**src/rtl/q5_serial_neg_mc.sv**
```systemverilog
// N lock-stepped LSB-first serial channels: collect a W-bit word, then replay it passed, negated or made absolute.
// Output starts W cycles after the first input bit; input gaps never stall the output stream.
module q5_serial_neg_mc #(
   parameter int W = 8,
   parameter int N = 4
) (
   input  logic         clk,
   input  logic         rst,
   input  logic         in_valid,
   input  logic         in_sof,
   input  logic [N-1:0] in_bit,
   input  logic [1:0]   mode,
   output logic         out_valid,
   output logic         out_sof,
   output logic         out_eow,
   output logic [N-1:0] out_bit,
   output logic [N-1:0] ovf,
   output logic         err_frame
);
   localparam int CW = (W > 1) ? $clog2(W) : 1;
   localparam logic [CW-1:0] LAST = CW'(W - 1);

   typedef enum logic {I_IDLE, I_COLLECT} ist_t;
   typedef enum logic {O_IDLE, O_SEND} ost_t;

   ist_t                r_ist, w_ist;
   logic [CW-1:0]       r_icnt, w_icnt;
   logic [N-1:0][W-1:0] r_iword, w_iword;
   logic [1:0]          r_imode, w_imode;
   ost_t                r_ost, w_ost;
   logic [CW-1:0]       r_ocnt, w_ocnt;
   logic [N-1:0][W-1:0] r_oword, w_oword;
   logic [1:0]          r_omode, w_omode;
   logic [N-1:0]        r_seen, w_seen;
   logic                r_err, w_err;
   logic                w_load;
   logic [N-1:0]        w_cur;
   logic [N-1:0]        w_neg;

   always_ff @(posedge clk) begin
      if (rst) begin
         r_ist   <= I_IDLE;
         r_icnt  <= '0;
         r_iword <= '0;
         r_imode <= '0;
         r_ost   <= O_IDLE;
         r_ocnt  <= '0;
         r_oword <= '0;
         r_omode <= '0;
         r_seen  <= '0;
         r_err   <= 1'b0;
      end else begin
         r_ist   <= w_ist;
         r_icnt  <= w_icnt;
         r_iword <= w_iword;
         r_imode <= w_imode;
         r_ost   <= w_ost;
         r_ocnt  <= w_ocnt;
         r_oword <= w_oword;
         r_omode <= w_omode;
         r_seen  <= w_seen;
         r_err   <= w_err;
      end
   end

   always_comb begin
      for (int c = 0; c < N; c++) begin
         w_cur[c] = r_oword[c][r_ocnt];
         w_neg[c] = (r_omode == 2'b01) || ((r_omode == 2'b10) && r_oword[c][W-1]);
      end
   end

   always_comb begin
      w_ist   = r_ist;
      w_icnt  = r_icnt;
      w_iword = r_iword;
      w_imode = r_imode;
      w_ost   = r_ost;
      w_ocnt  = r_ocnt;
      w_oword = r_oword;
      w_omode = r_omode;
      w_seen  = r_seen;
      w_err   = 1'b0;
      w_load  = 1'b0;

      // A fresh sof always restarts collection; a sof landing mid-word is a framing error.
      if (in_valid) begin
         if (in_sof) begin
            for (int c = 0; c < N; c++) w_iword[c][0] = in_bit[c];
            w_imode = mode;
            w_icnt  = CW'(1);
            w_ist   = I_COLLECT;
            w_err   = (r_ist == I_COLLECT);
         end else if (r_ist == I_IDLE) begin
            w_err = 1'b1;
         end else begin
            for (int c = 0; c < N; c++) w_iword[c][r_icnt] = in_bit[c];
            if (r_icnt == LAST) begin
               w_load = 1'b1;
               w_ist  = I_IDLE;
               w_icnt = '0;
            end else begin
               w_icnt = r_icnt + 1'b1;
            end
         end
      end

      if (w_load) begin
         w_ost   = O_SEND;
         w_ocnt  = '0;
         w_oword = w_iword;
         w_omode = r_imode;
         w_seen  = '0;
      end else if (r_ost == O_SEND) begin
         // Serial two's complement: bits after the first 1 get inverted.
         w_seen = r_seen | w_cur;
         if (r_ocnt == LAST) begin
            w_ost  = O_IDLE;
            w_ocnt = '0;
         end else begin
            w_ocnt = r_ocnt + 1'b1;
         end
      end
   end

   always_comb begin
      out_valid = (r_ost == O_SEND);
      out_sof   = 1'b0;
      out_eow   = 1'b0;
      out_bit   = '0;
      ovf       = '0;
      if (r_ost == O_SEND) begin
         out_sof = (r_ocnt == '0);
         out_eow = (r_ocnt == LAST);
         out_bit = w_cur ^ (w_neg & r_seen);
         for (int c = 0; c < N; c++)
            ovf[c] = (r_ocnt == LAST) && (r_omode == 2'b01 || r_omode == 2'b10)
                     && (r_oword[c] == {1'b1, {(W-1){1'b0}}});
      end
      err_frame = r_err;
   end
endmodule

```
**config.mk**
```make
export PLATFORM = sky130hd
export DESIGN_NAME = q5_serial_neg_mc
export DESIGN_NICKNAME = d
export VERILOG_FILES = /design/src/rtl/q5_serial_neg_mc.sv
export SDC_FILE = /design/constraint.sdc
export NUM_CORES = 1
export LEC_CHECK = 0
export ABC_AREA = 1
export CELL_PAD_IN_SITES_DETAIL_PLACEMENT = 1
export CELL_PAD_IN_SITES_GLOBAL_PLACEMENT = 1
export CORE_MARGIN = 3
export CORE_UTILIZATION = 40
export CTS_BUF_LIST = sky130_fd_sc_hd__clkbuf_8
export CTS_CLUSTER_SIZE = 14
export DETAILED_ROUTE_END_ITERATION = 8
export GPL_ROUTABILITY_DRIVEN = 1
export GPL_TIMING_DRIVEN = 1
export PLACE_DENSITY = 0.76
export SLEW_MARGIN = 30
export SYNTH_ARGS = -nofsm -noshare
export SYNTH_HDL_FRONTEND = slang
export SYNTH_SLANG_ARGS = --single-unit
export TNS_END_PERCENT = 10
```
**constraint.sdc**
```tcl
create_clock -name clk -period 1.6 [get_ports clk]
set_input_delay 0.32 -clock clk [delete_from_list [all_inputs] [get_ports clk]]
set_output_delay 0.32 -clock clk [all_outputs]
set_load 0.03 [all_outputs]
```
# After elaboration in Yosys (flattened, before gate mapping)
# Index checks and enable logic that the tools add are counted.
word_totals:
  ff_bits: 81
  in_bits: 10
  output_inout_bits: 12
  wordCells: 98
classes:
  n_addsub: 2
  magnitude_cmp: 3
  n_eq_ne: 8
  mux: 44
  bitwise_logic: 4
  reduce_logical: 21
op_table:
  columns: ["cell", "n"]
  rows:
  - ["$mux 32", 2]
  - ["$bwmux 8", 4]
  - ["$eq 8x8->1 const B", 4]
  - ["$mux 7", 4]
  - ["$mux 1", 23]
  - ["$bmux 1 s3", 4]
  - ["$mux 3", 4]
  - ["$logic_and 1x1->1", 10]
  - ["$lt 3x4->1 const B", 2]
  - ["$mux 4", 2]
  - ["$add 3x1->3 const B", 2]
  - ["$eq 3x3->1 const B", 2]
  - ["$logic_or 1x1->1", 5]
  - ["$and 4x4->4", 1]
  - ["$or 4x4->4", 1]
  - ["$reduce_and 2->1", 2]
  - ["$reduce_or 2->1", 2]
  - ["$xor 4x4->4", 1]
  - ["$demux 1 s3", 1]
  - ["$ge 3x1->1 const B", 1]
  - ["$logic_not 3->1", 1]
  - ["$eq 2x1->1 const B", 1]
  - ["$eq 2x2->1 const B", 1]
  - ["$reduce_bool 2->1", 1]
  - ["$not 1->1", 1]

# Depth between registers and ports, before layout
# Gate-level depths: netlist of run 1.
depth:
  ltp_word: 8
  ltp_mapped: 9
  ltp_nobuf: 8

# Worst setup path after synthesis of run 1
# Ideal clock, no wire load.
synth_path:
  kind: "register -> output"
  startpoint: "register r_ost, in the netlist out_valid"
  endpoint: "output ovf[0]"
  arrival_ns: 1.762
  required_ns: 1.280
  setup_slack_ns: -0.482
  stages_incl_launch_ff: 6
  n_path_buf: 1
  cell_sequence: "dfxtp_1 > clkbuf_1 > nand2_1 > inv_2 > nand3_1 > nor3_1"
synth_via:
  elab_chain_len: 1
synth_rtl:
  columns: ["item", "line", "source"]
  rows:
  - ["start: declaration", "30", "ost_t r_ost, w_ost;"]
  - ["start signal: assignment", "57", "r_ost <= w_ost;"]
  - ["$mux 4", "132", "if (r_ost == O_SEND) begin"]
  - ["end: declaration", "17", "output logic [N-1:0] ovf,"]
# Every way passes these cells.

# Worst setup path after layout of run 1
layout_path:
  startpoint: "register r_ocnt[0]"
  endpoint: "output ovf[2]"
layout_via:
  elab_chain_len: 4
layout_rtl:
  columns: ["item", "line", "source"]
  rows:
  - ["start: declaration", "31", "logic [CW-1:0] r_ocnt, w_ocnt;"]
  - ["start signal: assignment", "58", "r_ocnt <= w_ocnt;"]
  - ["$eq 3x3->1", "137", "ovf[c] = (r_ocnt == LAST) && (r_omode == 2'b01 || r_omode == 2'b10)"]
  - ["$logic_and 1x1->1", "137", null]
  - ["$logic_and 1x1->1", "138", "&& (r_oword[c] == {1'b1, {(W-1){1'b0}}});"]
  - ["$mux 4", "132", null]
# Every way passes these cells.

==> results of run 1 <==
## power by group through the flow
stage | Clock (uW) | Sequential, uW | Combinational [uW]
after global routing | 1550 | 2050 | 300
after detailed placement | 0 | 2100 | 269
after global placement | 0 | 2100 | 261
after floorplan | 0 | 2100 | 122
after CTS | 1440 | 2050 | 270
final | 1410 | 2050 | 274
## per-layer routing
metal | GRT usage (%) | vias to the layer above | part of all wire (%)
met4 | 6.175 | 0 | 1.3
li1 | - | 1880 | -
met1 | 29.09 | 1850 | 45
met5 | 0 | - | 0
met2 | 41.03 | 58 | 51
met3 | 3.957 | 15 | 2.9
## sequential cells by signal, indices dropped and copies added (netlist names)
signal	flops
err_frame	1
r_oword	32
r_imode	2
r_ocnt	3
r_seen	4
r_ist	1
r_iword	32
out_valid	1
r_omode	2
r_icnt	3
## synthesized netlist by cell type, drive strengths merged
library cell	n
nand4	5
buf	15
ha	8
a211oi	2
nand3	94
a21oi	54
nor3	6
clkinv	1
inv	121
o21ai	6
clkbuf	5
dfxtp	81
nand2	112
nor2	58
## metrics by stage
stage	total power, uW	hold slack (ns)
4_1_cts	3760	0.4693
2_1_floorplan	2224	0.3985
3_3_place_gp	2356	0.4433
3_5_place_dp	2366	0.4535
6_report	3734	0.4634
5_1_grt	3903	0.4982
## cells by family after synthesis
kind of cell	Yosys count	share of synthesized area [%]
adders and majority gates	8	2.639
AOI/OAI and AO/OA	62	8.314
DFF	81	42.76
and+or+nand+nor	275	31.71
buffers and inverters	142	14.58
## layout by cell type (no fill, tap or decap), drive strengths merged
cell type | Yosys | final
inv | 121 | 124
nand2 | 112 | 112
nand3 | 94 | 94
dfxtp | 81 | 81
nor2 | 58 | 58
buf | 15 | 57
a21oi | 54 | 54
clkbuf | 5 | 9
clkdlybuf4s50 | 0 | 9
ha | 8 | 8
o21ai | 6 | 6
nor3 | 6 | 6
nand4 | 5 | 5
clkinv | 1 | 3
a211oi | 2 | 2
clkinvlp | 0 | 2
dlygate4sd2 | 0 | 2
## how the worst max path moves through the flow
| stage | endpoint | slack [ns] |
|---|---|---|
| CTS | ovf[2] | -0.40 |
| finish | ovf[2] | -0.39 |
| global placement | r_oword[22] | -0.20 |
| detailed placement | r_oword[14] | -0.32 |
| global route | out_bit[3] | -0.47 |
| floorplan | out_bit[1] | -0.06 |
## worst min-delay path, stage by stage, from the launching register on
cell	delay (ns)
dfxtp_1	0.31
inv_1	0.06
a21oi_1	0.06
## area by class of cell
cell class | instances | area (um^2)
Multi-Input combinational cell | 345 | 1854
Timing Repair Buffer | 68 | 664.4
Inverter | 122 | 467.9
Fill cell | 1186 | 4019
Clock inverter | 7 | 53.80
Sequential cell | 81 | 1635
Tap cell | 126 | 157.7
Clock buffer | 9 | 123.9
## repair_timing
action                     in CTS  in global routing
pin swaps                       5                  2
hold buffers                    0                  0
buffers inserted                3                  1
gates resized for setup        43                 19
cloned                          0                  0
setup endpoints to repair      13                 38
==> key figures, run 1 <==
Pwr
  • Static Leakage: 0.002244 uW
  • Pwr Density: 753.3 mW/mm^2
  • Seq pwr share: 54.8%
  • Pint: 2722 uW
  • Clock Power Share: 37.9%
  • Gate power share: 7.3%
  • VDD IR-drop max: 417.8 uV
  • Switching Fraction: 27.10%
  • Switch Pwr: 1012 uW

Critical path
  • Critical path's slowest cell: dfxtp_4
  • CP top delay family: flip-flops
  • R2r setup slk: 0.07 ns
  • CP Data Arrival Time: 1.67 ns
  • CP dominant cell by count: ha_4
  • CP Capture Type: output pin
  • Worst reg2reg startpoint: r_icnt[0]
  • CP Depth: 8
  • Critical-path cell list: ha_4, ha_4, nand2_2, inv_4, buf_12, nand3_4, nor3_4, buf_6
  • Required @ worst endpoint: 1.28 ns
  • Critical path fanouts, max: 4
  • Setup crit start kind: register
  • RR Endpoint: r_oword[14]
  • Crit-path max cell delay: 0.41 ns
  • Worst Reg-to-Reg Cells: 6
  • CP Class: reg2out
  • WP buf/inv: 3
  • Critical Path Source: r_ocnt[0]

Min path
  • Hold EP: r_seen[2]
  • Worst hold path cell count: 2
  • Hold Startpoint: r_seen[2]
  • Hold/Removal Path Class: reg2reg

Placed design
  • Placement Setup Slack: -0.3195 ns
  • Post-DP HPWL: 8599 um
  • Placed cell count: 738
  • Routability cong.: 0.8763
  • Area after DPL: 0.004502 mm^2
  • Number of port buffers: 21

Yosys
  • Share of the synthesized area in the top cell type: 42.76%
  • FF+latch count, synth: 81
  • Avg Cell Area, Syn: 6.677 um^2
  • Cell taking the most area after synthesis: dfxtp_1
  • Mapped Area: 0.003792 mm^2
  • Register area share after synthesis: 42.76%
  • Synthesized instance count: 568
  • Top cells by area in the synthesized netlist: dfxtp_1 (43%), nand3_1 (12%), nand2_1 (11%), inv_1 (11%), a21oi_1 (7.1%)
  • Syn nets: 586
  • Library cells used by synthesis: 20
  • Ys Warns: 0

Timing
  • Slew HR: 80.36%
  • Final worst path period need: 1.987 ns
  • Final Setup Violations: 10
  • Measured slew at the worst slew-check pin: 0.2946 ns
  • Period utilisation layout: 124.2%
  • Setup ws final: -0.3872 ns
  • Setup TNS Final: -3.289 ns
  • Fin. Hold Viols: 0
  • RSZ-0062 raised after global routing: yes
  • Peak Freq: 0.5032 GHz
  • Clock Skews: 0.01167 ns
  • Max-slew violations: 0

Job
  • Max Cap Violations: 0

Final layout
  • Nets: 645
  • Final Core Density: 55.23%
  • Synthesis-to-finish area growth: 30.72%
  • Design area: 0.004957 mm^2
  • ANT cells: 0
  • Post-route insts no fill: 758
  • Layout cell share with drive strength beyond 1: 21.20%

Die
  • Ports: 22
  • Initial Util: 42.25%
  • Core Region: 0.008976 mm^2
  • Die X-Extent: 103.4 um
  • Core Rows: 34
  • Die area: 0.01069 mm^2
  • Die Y: 103.4 um

Drt
  • DR vias: 3803
  • Via density: 5.017
  • Total iterations of the first detailed-routing run: 4
  • Routed length per instance: 15.44 um
  • # DRC: 0
  • Routed Antenna Nets: 0
  • DRT iter0 DRCs: 107
  • Drt total wl: 11710 um

Global routing
  • Initial antenna violation count: 0
  • Vias in the first global route: 3912
  • Largest net degree at the start of global routing: 25
  • First-pass GRT wire length: 19000 um
  • Gr usage total: 23.20%
  • Grt total ovfl: 0

Clock network
  • Root Buffer: clkbuf_8
  • Sink Count: 81
  • Clk buf depth: 2
  • CTS tree: done
  • H-tree levels: 3
  • TritonCTS buffer count: 9
  • Clock slew at reported path FFs: 0.10 ns
  • Clk_lat worst skew: 0.36 ns

Outcome
  • Failing checks: setup timing
  • Outcome: finished with violations
Note: power is estimated with default switching activity, not from simulation.
==> run 2, diff against run 1 <==
- CAP_MARGIN: unset -> 25
- CTS_BUF_LIST: sky130_fd_sc_hd__clkbuf_8 -> sky130_fd_sc_hd__clkbuf_2 sky130_fd_sc_hd__clkbuf_4 sky130_fd_sc_hd__clkbuf_8
==> run 2 against run 1 <==
Effect of this change: the flow still finishes with violations (setup timing); count of clock-buffer cells in the layout increased by 1; flip-flop and latch count unchanged; register-to-register slack about the same; die area unchanged; maximum frequency unchanged; via count about the same; highest routed layer unchanged.
==> key figures, run 2 (synthesis gave the netlist of run 1 again) <==
Outcome
  • Outcome: finished with violations (unchanged)
  • Failing checks: setup timing (unchanged)

Final layout
  • Layout cell share with drive strength beyond 1: 21.36% (was 21.20%)
  • ANT cells: 0 (unchanged)
  • Most common cell after layout, fill and taps aside: nand2_1 (unchanged)
  • Post-route insts no fill: 758 (unchanged)
  • Design area: 0.004961 mm^2 (was 0.004957 mm^2)
  • Commonest cells after routing, fill and taps aside: nand2_1 (111), inv_1 (107), nand3_1 (80) (was nand2_1 (111), inv_1 (108), nand3_1 (80))
  • Nets: 645 (unchanged)
  • Synthesis-to-finish area growth: 30.81% (was 30.72%)
  • Largest regs: r_iword (32), r_oword (32), r_seen (4) (unchanged)

Critical path
  • Critical path fanouts, max: 4 (unchanged)
  • CP top delay family: flip-flops (unchanged)
  • CP Capture Type: output pin (unchanged)
  • Critical path's slowest cell: dfxtp_4 (unchanged)
  • CP Class: reg2out (unchanged)
  • Crit-path max cell delay: 0.41 ns (about the same)
  • CP dominant cell by count: ha_4 (unchanged)
  • CP Data Arrival Time: 1.67 ns (about the same)
  • Setup crit start kind: register (unchanged)
  • RR Endpoint: r_oword[14] (unchanged)
  • Required @ worst endpoint: 1.28 ns (about the same)
  • R2r setup slk: 0.07 ns (about the same)
  • WP buf/inv: 3 (unchanged)
  • Worst Reg-to-Reg Cells: 6 (unchanged)
  • Critical-path cell list: ha_4, ha_4, nand2_2, inv_4, buf_12, nand3_4, nor3_4, buf_6 (unchanged)
  • Worst reg2reg startpoint: r_icnt[0] (unchanged)

Timing
  • Setup TNS Final: -3.289 ns (about the same)
  • Fin Hold WS: 0.4634 ns (unchanged)
  • Peak Freq: 0.5032 GHz (unchanged)
  • Clock Skews: 0.01154 ns (was 0.01167 ns)
  • Max-slew violations: 0 (unchanged)
  • Fin. Hold Viols: 0 (unchanged)
  • Final Setup Violations: 10 (unchanged)
  • Setup ws final: -0.3872 ns (unchanged)
  • Measured slew at the worst slew-check pin: 0.2946 ns (unchanged)
  • Period utilisation layout: 124.2% (unchanged)
  • RSZ-0062 raised after global routing: yes (unchanged)
  • Final worst path period need: 1.987 ns (unchanged)
  • Slew HR: 80.36% (unchanged)

Placed design
  • Placement Setup Slack: -0.3195 ns (unchanged)
  • Number of port buffers: 21 (unchanged)
  • Area after DPL: 0.004502 mm^2 (unchanged)
  • Placed cell count: 738 (unchanged)
  • Post-DP HPWL: 8599 um (unchanged)
  • Routability cong.: 0.8763 (unchanged)

Pwr
  • Pint: 2745 uW (was 2722 uW)
  • Switch Pwr: 1012 uW (about the same)
  • Seq pwr share: 54.5% (was 54.8%)
  • Pwr Density: 757.3 mW/mm^2 (was 753.3 mW/mm^2)
  • Gate power share: 7.3% (about the same)
  • Static Leakage: 0.002243 uW (was 0.002244 uW)
  • Switching Fraction: 26.93% (was 27.10%)
  • Clock Power Share: 38.2% (was 37.9%)
  • VDD IR-drop max: 417.8 uV (about the same)

Drt
  • # DRC: 0 (unchanged)
  • Routed length per instance: 15.45 um (was 15.44 um)
  • DRT iter0 DRCs: 108 (was 107)
  • Routed Antenna Nets: 0 (unchanged)
  • Total iterations of the first detailed-routing run: 4 (unchanged)
  • Max layer used: met4 (unchanged)
  • Drt total wl: 11710 um (about the same)
  • DR vias: 3802 (was 3803)
  • WL met1: 5220 um (was 5219 um)
  • Met2 Wirelength: 6000 um (unchanged)
  • Met3 routed WL: 334 um (unchanged)
  • Via density: 5.016 (was 5.017)

Die
  • Die X-Extent: 103.4 um (unchanged)
  • Die area: 0.01069 mm^2 (unchanged)
  • Core Rows: 34 (unchanged)
  • Core Region: 0.008976 mm^2 (unchanged)
  • Initial Util: 42.25% (unchanged)
  • Die Y: 103.4 um (unchanged)
  • Ports: 22 (unchanged)

Clock network
  • Root Buffer: clkbuf_8 (unchanged)
  • Clk buf depth: 2 (unchanged)
  • TritonCTS buffer count: 9 (unchanged)
  • Clock slew at reported path FFs: 0.10 ns (about the same)
  • Clk_lat worst skew: 0.36 ns (about the same)
  • H-tree levels: 3 (unchanged)
  • Hold buffer count at cts: 0 (unchanged)
  • Sink Count: 81 (unchanged)
  • CTS tree: done (unchanged)

Global routing
  • Grt total ovfl: 0 (unchanged)
  • Vias in the first global route: 3912 (unchanged)
  • First-pass GRT wire length: 19000 um (unchanged)
  • Largest net degree at the start of global routing: 25 (unchanged)
  • Initial antenna violation count: 0 (unchanged)
  • Gr usage total: 23.20% (unchanged)

Min path
  • Worst hold path cell count: 2 (unchanged)
  • Hold Startpoint: r_seen[2] (unchanged)
  • Hold/Removal Path Class: reg2reg (unchanged)
  • Hold EP: r_seen[2] (unchanged)

Job
  • Max Cap Violations: 0 (unchanged)
run 2: cell types whose count changed in the layout (fill, tap and decap cells not counted):
cell,before,now
inv_1,108,107
clkbuf_4,0,1
run 2: timing repair:
action                                  CTS  global route
endpoints found under the setup margin   13            38
buffers inserted                          3             1
endpoints found under the hold margin     0             0
gates resized for setup                  43            19
pin swaps                                 5             2
run 2: worst max path at each step:
stage	startpoint	to	slack, ns	depth (start not counted)
floorplan	r_ocnt[0]	out_bit[1]	-0.06	9
global placement	in_sof	r_oword[22]	-0.20	8
detailed placement	in_sof	r_oword[14]	-0.32	8
CTS	r_ocnt[0]	ovf[2]	-0.40	8
global route	r_ocnt[0]	out_bit[3]	-0.47	9
finish	r_ocnt[0]	ovf[2]	-0.39	8
run 2: power groups by stage:
| stage | clock [uW] | sequential [uW] | combinational [uW] |
|---|---|---|---|
| final | 1440 | 2050 | 274 |
| after global routing | 1570 | 2050 | 300 |
| after CTS | 1470 | 2050 | 270 |
| after detailed placement | 0 | 2100 | 269 |
| after global placement | 0 | 2100 | 261 |
| after floorplan | 0 | 2100 | 122 |
run 2: final cells by class:
class	count	area, um^2
clock buffers	10	131.4
clock inverters	6	50.05
fillers	1186	4015
inverters	122	467.9
multi-input cells	345	1854
flip-flops and latches	81	1635
well taps	126	157.7
repair buffers	68	664.4
run 2: routing by layer:
metal | track usage, % | vias up
met5 | 0 | -
met4 | 6.175 | 0
met3 | 3.957 | 15
li1 | - | 1880
met1 | 29.09 | 1849
met2 | 41.03 | 58
run 2: per-stage QoR:
step,power [uW],util (%)
floorplan,2224,-
global placement,2356,50.15
detailed placement,2366,50.15
CTS,3783,54.29
global route,3925,55.27
finish,3757,55.27
run 2: tightest hold or removal path, stage by stage, from the launching register on:
cell	delay, ns
dfxtp_1	0.31
inv_1	0.06
a21oi_1	0.06
